[src/rtl/fifo_stream_reader_if.sv]
// Stream-reader bus: FIFO read port on one side, valid/ready stream on the other.
// valid/ready: a word transfers on a clock edge where valid_o=1 and ready_i=1; once valid_o rises, data_o holds until that edge.
interface fifo_stream_reader_if #(
  parameter int WIDTH = 8
);
  logic             fifo_empty_i;
  logic [WIDTH-1:0] fifo_data_i;
  logic             fifo_rd_en_o;
  logic             valid_o;
  logic             ready_i;
  logic [WIDTH-1:0] data_o;
  logic [1:0]       occupancy_o;

  modport master (
    input  fifo_empty_i,
    input  fifo_data_i,
    input  ready_i,
    output fifo_rd_en_o,
    output valid_o,
    output data_o,
    output occupancy_o
  );

  modport slave (
    output fifo_empty_i,
    output fifo_data_i,
    output ready_i,
    input  fifo_rd_en_o,
    input  valid_o,
    input  data_o,
    input  occupancy_o
  );
endinterface

[src/rtl/fifo_stream_reader.sv]
// Pops a show-ahead FIFO into a two-entry (main + skid) buffer that drives a
// fully registered valid/ready stream; the pop never looks at ready_i.
module fifo_stream_reader #(
  parameter int WIDTH = 8
) (
  input  logic                 clk_i,
  input  logic                 rst_i,
  fifo_stream_reader_if.master bus,
  output logic [1:0]           state_dbg_o
);

  typedef enum logic [1:0] {
    EMPTY = 2'd0,
    ONE   = 2'd1,
    TWO   = 2'd2
  } state_t;

  state_t           state_q, state_d;
  logic [WIDTH-1:0] main_q, main_d;
  logic [WIDTH-1:0] skid_q, skid_d;
  logic             pop;
  logic             hs;

  always_ff @(posedge clk_i or posedge rst_i) begin
    if (rst_i) begin
      state_q <= EMPTY;
      main_q  <= '0;
      skid_q  <= '0;
    end else begin
      state_q <= state_d;
      main_q  <= main_d;
      skid_q  <= skid_d;
    end
  end

  always_comb begin
    // No pop while in reset: the word would be consumed from the FIFO and dropped.
    pop     = ~bus.fifo_empty_i & (state_q != TWO) & ~rst_i;
    hs      = (state_q != EMPTY) & bus.ready_i;
    state_d = state_q;
    main_d  = main_q;
    skid_d  = skid_q;
    case (state_q)
      EMPTY: begin
        if (pop) begin
          state_d = ONE;
          main_d  = bus.fifo_data_i;
        end
      end
      ONE: begin
        if (pop && hs) begin
          main_d = bus.fifo_data_i;
        end else if (pop) begin
          state_d = TWO;
          skid_d  = bus.fifo_data_i;
        end else if (hs) begin
          state_d = EMPTY;
        end
      end
      TWO: begin
        if (hs) begin
          state_d = ONE;
          main_d  = skid_q;
        end
      end
      default: state_d = EMPTY;
    endcase
  end

  assign bus.fifo_rd_en_o = pop;
  assign bus.valid_o      = (state_q != EMPTY);
  assign bus.data_o       = main_q;
  assign bus.occupancy_o  = (state_q == TWO) ? 2'd2 :
                            (state_q == ONE) ? 2'd1 : 2'd0;
  assign state_dbg_o      = state_q;

endmodule

[src/flat_wrapper.sv]
// flat-port wrapper written by rule: the top's interface ports become plain ports
module fifo_stream_reader_flat 
#(
  parameter int WIDTH = 8
)
  (clk_i, rst_i, state_dbg_o, bus_fifo_empty_i, bus_fifo_data_i, bus_ready_i, bus_fifo_rd_en_o, bus_valid_o, bus_data_o, bus_occupancy_o);
  fifo_stream_reader_if #(.WIDTH(WIDTH)) bus_i ();
  input  logic clk_i;
  input  logic rst_i;
  output logic [1:0] state_dbg_o;
  input wire logic [$bits(bus_i.fifo_empty_i)-1:0] bus_fifo_empty_i;
  input wire logic [$bits(bus_i.fifo_data_i)-1:0] bus_fifo_data_i;
  input wire logic [$bits(bus_i.ready_i)-1:0] bus_ready_i;
  output wire logic [$bits(bus_i.fifo_rd_en_o)-1:0] bus_fifo_rd_en_o;
  output wire logic [$bits(bus_i.valid_o)-1:0] bus_valid_o;
  output wire logic [$bits(bus_i.data_o)-1:0] bus_data_o;
  output wire logic [$bits(bus_i.occupancy_o)-1:0] bus_occupancy_o;
  assign bus_i.fifo_empty_i = bus_fifo_empty_i;
  assign bus_i.fifo_data_i = bus_fifo_data_i;
  assign bus_i.ready_i = bus_ready_i;
  assign bus_fifo_rd_en_o = bus_i.fifo_rd_en_o;
  assign bus_valid_o = bus_i.valid_o;
  assign bus_data_o = bus_i.data_o;
  assign bus_occupancy_o = bus_i.occupancy_o;
  fifo_stream_reader #(.WIDTH(WIDTH)) u_core (.clk_i(clk_i), .rst_i(rst_i), .bus(bus_i), .state_dbg_o(state_dbg_o));
endmodule
[config.mk]
export PLATFORM = sky130hd
export DESIGN_NAME = fifo_stream_reader_flat
export DESIGN_NICKNAME = d
export VERILOG_FILES = /design/src/rtl/fifo_stream_reader_if.sv /design/src/rtl/fifo_stream_reader.sv /design/src/flat_wrapper.sv
export SDC_FILE = /design/constraint.sdc
export NUM_CORES = 1
export LEC_CHECK = 0
export BUFFER_PORTS_ARGS = -buffer_cell sky130_fd_sc_hd__buf_4
export CAP_MARGIN = 20
export CORE_MARGIN = 8
export CORE_UTILIZATION = 53
export DETAILED_ROUTE_END_ITERATION = 8
export PLACE_DENSITY_LB_ADDON = 0.2
export SETUP_SLACK_MARGIN = 0.3
export SLEW_MARGIN = 20
export SYNTH_ARGS = -nofsm -noshare
export SYNTH_HDL_FRONTEND = slang
export SYNTH_SLANG_ARGS = --single-unit
[constraint.sdc]
create_clock -name clk_i -period 2.65 [get_ports clk_i]
set_clock_uncertainty 0.1 [all_clocks]
set_input_delay 0.1325 -clock clk_i [delete_from_list [all_inputs] [get_ports clk_i]]
set_output_delay 0.1325 -clock clk_i [all_outputs]
set_load 0.005 [all_outputs]
==> summary.md, run 1 <==
| Metric | Value |
|---|---|
| Status | finished clean |
| Compound-Gate Fraction of Synth Area | 2.098% |
| Clk sinks | 18 |
| Crit Path Category | reg2reg |
| Antenna Diode Count | 0 |
| Fin area | 1217 um^2 |
| Grt met2 use | 17.83% |
| Worst vdd ir | 0.0005514 V |
| Vias after detailed routing | 572 |
| Worst Hold Class | in2reg |
| Placed instance area | 1081 um^2 |
| Mux cell area share after synthesis | 36.08% |
| Share of cells above drive strength 1 | 57.73% |
| Global-route wire length before repair | 3001 um |
| YS warnings | 0 |
| Iteration-0 DRC Markers | 4 |
| Post-synthesis sequential area ratio | 50.35% |
| Unique masters post-synth | 17 |
| Comb pwr share | 31.2% |
| Most used DFF post-synth | dfrtp_1 |
| Post-Syn Nets | 72 |
| Critical Path Source | u_core.state_dbg_o[1] |
| Cts repair resizes | 0 |
| Slew Limit Fails | 0 |
| DP Cell Count | 100 |
| Vias in the first global route | 637 |
| Total track usage | 11.22% |
| Post-CTS Hold Fix Bufs | 10 |
| DRT Pass-1 Iters | 4 |
| DIE WIDTH | 57.09 um |
| Clock group share of total power | 19.7% |
| Cell with the most instances after synthesis | dfrtp_1 |
| Die area | 3259 um^2 |
| DRC Markers | 0 |
| CP required | 2730 ps |
| Yosys top cell by area | dfrtp_1 |
| Simple-gate share of the synthesized area | 7.133% |
| Detailed Route WL | 1653 um |
| Worst Path Max Fanout | 13 |
| Core Area | 1652 um^2 |
| Non-Filler Instances | 114 |
| Placer congestion estimate | 0.7815 |
| GR peak layer | met2 |
| Switching share of power | 25.02% |
| Critical path capture point type | register |
| Layout area overhead | 36.08% |
| Final setup vio count | 0 |
| Pleak | 0.5871 nW |
| RSZ-0062 raised after global routing | no |
| Fin nets | 110 |
| Worst EP arrival | 2030 ps |
| Int Pwr | 0.6358 mW |
| Syn Inst Count | 60 |
| Post-layout util | 73.71% |
| Relative slew slack | 55.49% |
| M1 GR Usage | 14.25% |
| Syn Area/Cell | 14.91 um^2 |
| Synth Area in XOR/XNOR | 0.9790% |
| Vias per cell | 5.018 |
| Row cnt | 15 |
| Top cells by count, synth | dfrtp_1 (18), mux2_4 (14), mux2_2 (10) |
| Worst R2R Start | u_core.state_dbg_o[1] |
| Num CTS Buffers | 3 |
| GR Util met3 | 3.548% |
| Grt total ovfl | 0 |
| Die Ht | 57.09 um |
| Max_cap viols | 0 |
| Sequential share of power | 49.1% |
| #FFs+latches synth | 18 |
| Startpoint Class | register |
| Initial antenna violation count | 0 |
| Pin count of the biggest net entering global routing | 19 |
| Final Hold Fails | 0 |
| Largest family of logic cells by synthesized area | multiplexers |
| Yosys top cell area share | 50.35% |
| CTS root buf | clkbuf_4 |
| Adder-cell area share of the yosys netlist | 0% |
| Tmin final | 1943 ps |
| H-tree levels | 1 |
| Clock tree buffer depth | 2 |
| Top cells by area, synth | dfrtp_1 (50%), mux2_4 (23%), mux2_2 (13%) |
| Clock transition at path regs | 100 ps |
| HPWL Detailed | 1212 um |
| Post-CTS Setup Bufs | 0 |
| Post-synth EDFFs | 0 |
| Max Freq | 0.5148 GHz |
| Cell area power density | 696.5 nW/um^2 |
| Setup TNS | 0 ps |
| Worst-Margin Slew | 666.9 ps |
| Num ports | 26 |
| Asr flop ratio synth | 100.0% |
| Mapped Area | 894.6 um^2 |
| Port-buffer cells | 25 |
| Routed Antenna Nets | 0 |
| Crit share post-route | 73.30% |
| WL per Instance | 14.50 um |
| Psw | 0.2121 mW |
| HP Start | bus_fifo_empty_i |
| Initial Utilization | 54.17% |
| Worst skew pair latency | 290 ps |
| CTS tree | done |
final timing paths:
check / end / slack, ps / cells after the start
hold reg to reg: u_core.skid_q[1] / 410 / 1
min in group asynchronous: u_core.bus.data_o[3] / 420 / 3
setup reg to reg: u_core.bus.data_o[4] / 710 / 3
setup / recovery: u_core.bus.data_o[4] / 710 / 3
hold / removal: u_core.state_dbg_o[0] / 130 / 4
max in group asynchronous: u_core.skid_q[7] / 1610 / 3
sequential cells by signal, summed over array words and instances (netlist names):
register,count
u_core.bus.data_o,8
u_core.skid_q,8
u_core.state_dbg_o,2
through the flow:
step	hold WS, ps	power, mW	worst slack (ps)
detailed placement	197.8	0.6815	716.7
global placement	192.9	0.6725	747.8
finish	134.4	0.8479	707.4
CTS	124.1	0.8588	701.0
floorplan	-28.93	0.5662	1132
global route	183.0	0.9028	578.1
area by class of cell:
| type | instances | area [um^2] |
|---|---|---|
| fillers | 115 | 434.2 |
| well taps | 17 | 21.27 |
| clock buffers | 4 | 36.28 |
| repair buffers | 35 | 287.8 |
| inverters | 2 | 7.507 |
| flip-flops and latches | 18 | 450.4 |
| multi-input cells | 38 | 414.1 |
logic make-up after synthesis:
group	count (synthesis)
AOI/OAI and AO/OA	3
xor gates and xnor gates	1
buffers and inverters	4
DFF	18
muxes	24
and+or+nand+nor	10
power groups by stage:
stage | Clock, mW | Combinational (mW) | Sequential, mW
6_report | 0.167 | 0.265 | 0.416
5_1_grt | 0.183 | 0.291 | 0.429
4_1_cts | 0.171 | 0.271 | 0.417
3_5_place_dp | 0 | 0.258 | 0.423
3_3_place_gp | 0 | 0.254 | 0.418
2_1_floorplan | 0 | 0.154 | 0.412
routing by layer:
metal / part of all wire [%] / vias to the layer above
met5: 0 / -
met2: 48 / 15
met3: 6.1 / 2
met4: 1.3 / 0
met1: 45 / 274
li1: - / 281
worst max-delay path, stage by stage (launching register included):
cell	delay [ps]
dfrtp_1	450
nor2b_4	420
a22o_1	530
mux2_4	340
cells in the final DEF (no fill, tap or decap):
| cell | n |
|---|---|
| nor2b_1 | 1 |
| nor2b_4 | 1 |
| nand2_2 | 1 |
| o21ai_0 | 2 |
| mux2_4 | 14 |
| inv_1 | 2 |
| a22o_1 | 1 |
| nor3_1 | 2 |
| or2_2 | 1 |
| nand2_1 | 1 |
| buf_4 | 25 |
| mux2_2 | 10 |
| dfrtp_1 | 18 |
| and2b_1 | 1 |
| nor2_1 | 1 |
| clkbuf_8 | 1 |
| dlygate4sd3_1 | 10 |
| xnor2_1 | 1 |
| clkbuf_4 | 3 |
| nand2b_1 | 1 |
Power figures use the tool's default switching activity.
==> run 2, diff against run 1 <==
--- a/config.mk
+++ b/config.mk
@@ -8,7 +8,7 @@
 export BUFFER_PORTS_ARGS = -buffer_cell sky130_fd_sc_hd__buf_4
 export CAP_MARGIN = 20
 export CORE_MARGIN = 8
-export CORE_UTILIZATION = 53
+export CORE_UTILIZATION = 44
 export DETAILED_ROUTE_END_ITERATION = 8
 export PLACE_DENSITY_LB_ADDON = 0.2
 export SETUP_SLACK_MARGIN = 0.3
==> constraint.sdc (replaced) <==
create_clock -name clk_i -period 1.6 [get_ports clk_i]
set_clock_uncertainty 0.1 [all_clocks]
set_input_delay 0.08 -clock clk_i [delete_from_list [all_inputs] [get_ports clk_i]]
set_output_delay 0.08 -clock clk_i [all_outputs]
set_load 0.005 [all_outputs]
==> run 2 against run 1 <==
  * Global-route usage grew 0.36 points
  * Register-to-register slack lost 640 ps
  * Core utilization shrank 2.4 points
  * Sequential cell count is the same
  * Wire length grew 21%
  * Critical path depth grew 1
  * Hold slack lost 63 ps
  * Largest cell class is now multi-input combinational cells
==> summary.md, run 2 (same netlist as run 1, synthesis figures left out) <==
| Metric | Value |
|---|---|
| Worst Hold Class | in2reg |
| Clock tree buffer depth | 2 (unchanged) |
| Critical path capture point type | register |
| Routed Antenna Nets | 0 (unchanged) |
| Pin count of the biggest net entering global routing | 19 (unchanged) |
| Placer congestion estimate | 0.7338 (-6.1%) |
| Antenna Diode Count | 0 (unchanged) |
| Relative slew slack | 53.75% (-1.7 points) |
| Worst R2R Start | u_core.state_dbg_o[1] |
| CP required | 1680 ps (-1050 ps) |
| HP Start | bus_fifo_empty_i |
| Commonest non-fill, non-tap cell in the layout | buf_4 |
| Max Freq | 0.6517 GHz (+27%) |
| Buf/Inv on CP | 1 (+1) |
| Total track usage | 11.57% (+0.36 points) |
| Vias after detailed routing | 628 (+9.8%) |
| Global-route wire length before repair | 3160 um (+5.3%) |
| DP Cell Count | 117 (+17%) |
| HPWL Detailed | 1346 um (+11%) |
| Die Ht | 61.09 um (+7.0%) |
| Die area | 3732 um^2 (+15%) |
| CTS root buf | clkbuf_4 |
| Worst Path Max Fanout | 7 (-6) |
| Setup TNS | 0 ps (unchanged) |
| Worst-Margin Slew | 692.9 ps (+26.05 ps) |
| Port-buffer cells | 25 (unchanged) |
| Startpoint Class | register |
| Non-Filler Instances | 134 (+18%) |
| Cell area power density | 1070 nW/um^2 (+54%) |
| Fill count | 145 (+26%) |
| Worst vdd ir | 0.0006784 V (+23%) |
| Grt total ovfl | 0 (unchanged) |
| WL met3 | 106 um (+5.0%) |
| Iteration-0 DRC Markers | 2 (-2) |
| Final setup vio count | 0 (unchanged) |
| Core Area | 1942 um^2 (+18%) |
| Tmin final | 1535 ps (-408.1 ps) |
| Multi-input logic area | 485.5 um^2 (+17%) |
| Row cnt | 16 (+1) |
| WL per Instance | 14.99 um (+3.3%) |
| Slew Limit Fails | 0 (unchanged) |
| Critical Path Slowest Stage Cell | dfrtp_1 |
| Status | finished clean |
| Clk sinks | 18 (unchanged) |
| Critical Path Source | u_core.state_dbg_o[1] |
| Worst skew pair latency | 290 ps (about the same) |
| Wl on met1 | 826 um (+12%) |
| Cell mode on critical path | mux2_4 |
| Max_cap viols | 0 (unchanged) |
| Num ports | 26 (unchanged) |
| RSZ-0062 raised after global routing | yes |
| Layout area overhead | 54.69% |
| Highest-count cells in the layout ignoring fill and taps | buf_4 (32), mux2_4 (24), dfrtp_1 (17) |
| H-tree levels | 1 (unchanged) |
| DR top layer | met4 |
| Worst EP arrival | 1620 ps (-410 ps) |
| DRC Markers | 0 (unchanged) |
| Fin nets | 121 (+10%) |
| Initial antenna violation count | 0 (unchanged) |
| Vias per cell | 4.687 (-6.6%) |
| CTS tree | done |
| DR WL met2 | 1045 um (+32%) |
| Num CTS Buffers | 3 (unchanged) |
| DIE WIDTH | 61.09 um (+7.0%) |
| Pleak | 0.7070 nW (+20%) |
| FF/Latch Area | 451.7 um^2 (+0.28%) |
| Crit Path Category | reg2reg |
| Final Hold Fails | 0 (unchanged) |
| Clock transition at path regs | 100 ps (about the same) |
| Top cell family by delay on the critical path | multiplexers |
| Max incr delay on CP | 400 ps (-130 ps) |
| Initial Utilization | 46.07% (-8.1 points) |
| Crit share post-route | 95.91% (+23 points) |
| CP cell instances | nor2b_4 > buf_12 > mux2_4 > mux2_4 |
| Detailed Route WL | 2008 um (+21%) |
| DRT Pass-1 Iters | 4 (unchanged) |
| Vias in the first global route | 712 (+12%) |
| Share of cells above drive strength 1 | 65.42% (+7.7 points) |
## run 2: cell count changes in the layout (fill, tap and decap cells not counted), moves of 2 or more
cell and change:
mux2_2 -10, mux2_4 +10, buf_4 +7, buf_6 +2, nand2_4 +2, nor3_1 -2
## run 2: layer usage
metal / GRT usage, % / vias up
met3: 3.340 / 4
met5: 0 / -
met2: 20.75 / 12
met4: 4.983 / 0
li1: - / 303
met1: 12.22 / 309
## run 2: where the power goes
group	total [mW]	internal [mW]	switching [mW]
combinational	0.561	0.400	0.161
clock	0.225	0.0876	0.137
sequential	0.695	0.604	0.0909
## run 2: worst paths after layout
path	depth (start not counted)	to	slack [ps]
setup / recovery	4	u_core.bus.data_o[1]	70
min in group asynchronous	3	u_core.skid_q[0]	390
hold reg to reg	1	u_core.skid_q[6]	420
max in group asynchronous	3	u_core.state_dbg_o[0]	530
hold / removal	4	u_core.state_dbg_o[0]	70
setup reg to reg	4	u_core.bus.data_o[1]	70
## run 2: metrics by stage
stage | setup slack, ps | util (%) | area, um^2 | power, mW | hold WS (ps)
2_1_floorplan | 81.53 | - | 894.6 | 0.9377 | -81.43
3_3_place_gp | 103.6 | 59.66 | 1159 | 1.140 | 147.7
3_5_place_dp | 77.62 | 59.66 | 1159 | 1.159 | 158.4
4_1_cts | 76.05 | 68.69 | 1334 | 1.429 | 61.38
5_1_grt | 32.29 | 71.26 | 1384 | 1.572 | 70.29
6_report | 65.49 | 71.26 | 1384 | 1.480 | 71.72
## run 2: timing repair
item / in CTS / in global routing
setup buffers: 2 / 1
hold endpoints to repair: 28 / 0
endpoints found under the setup margin: 20 / 21
gates cloned: 1 / 0
resized for setup: 8 / 12
pin swaps: 2 / 3
hold buffers: 10 / 0
## run 2: tightest hold or removal path: cells and delay by family
| kind | cells | cell delay, ps |
|---|---|---|
| compound gates | 1 | 60 |
| buf+inv | 1 | 110 |
| xor+xnor | 1 | 130 |
| simple gates | 1 | 50 |
## run 2: layout make-up
type / count / share of cell area, %
inverters: 2 / 0.5425
repair buffers: 45 / 27.67
multi-input cells: 39 / 35.08
clock buffers: 3 / 1.627
well taps: 27 / 2.441
flip-flops and latches: 18 / 32.64
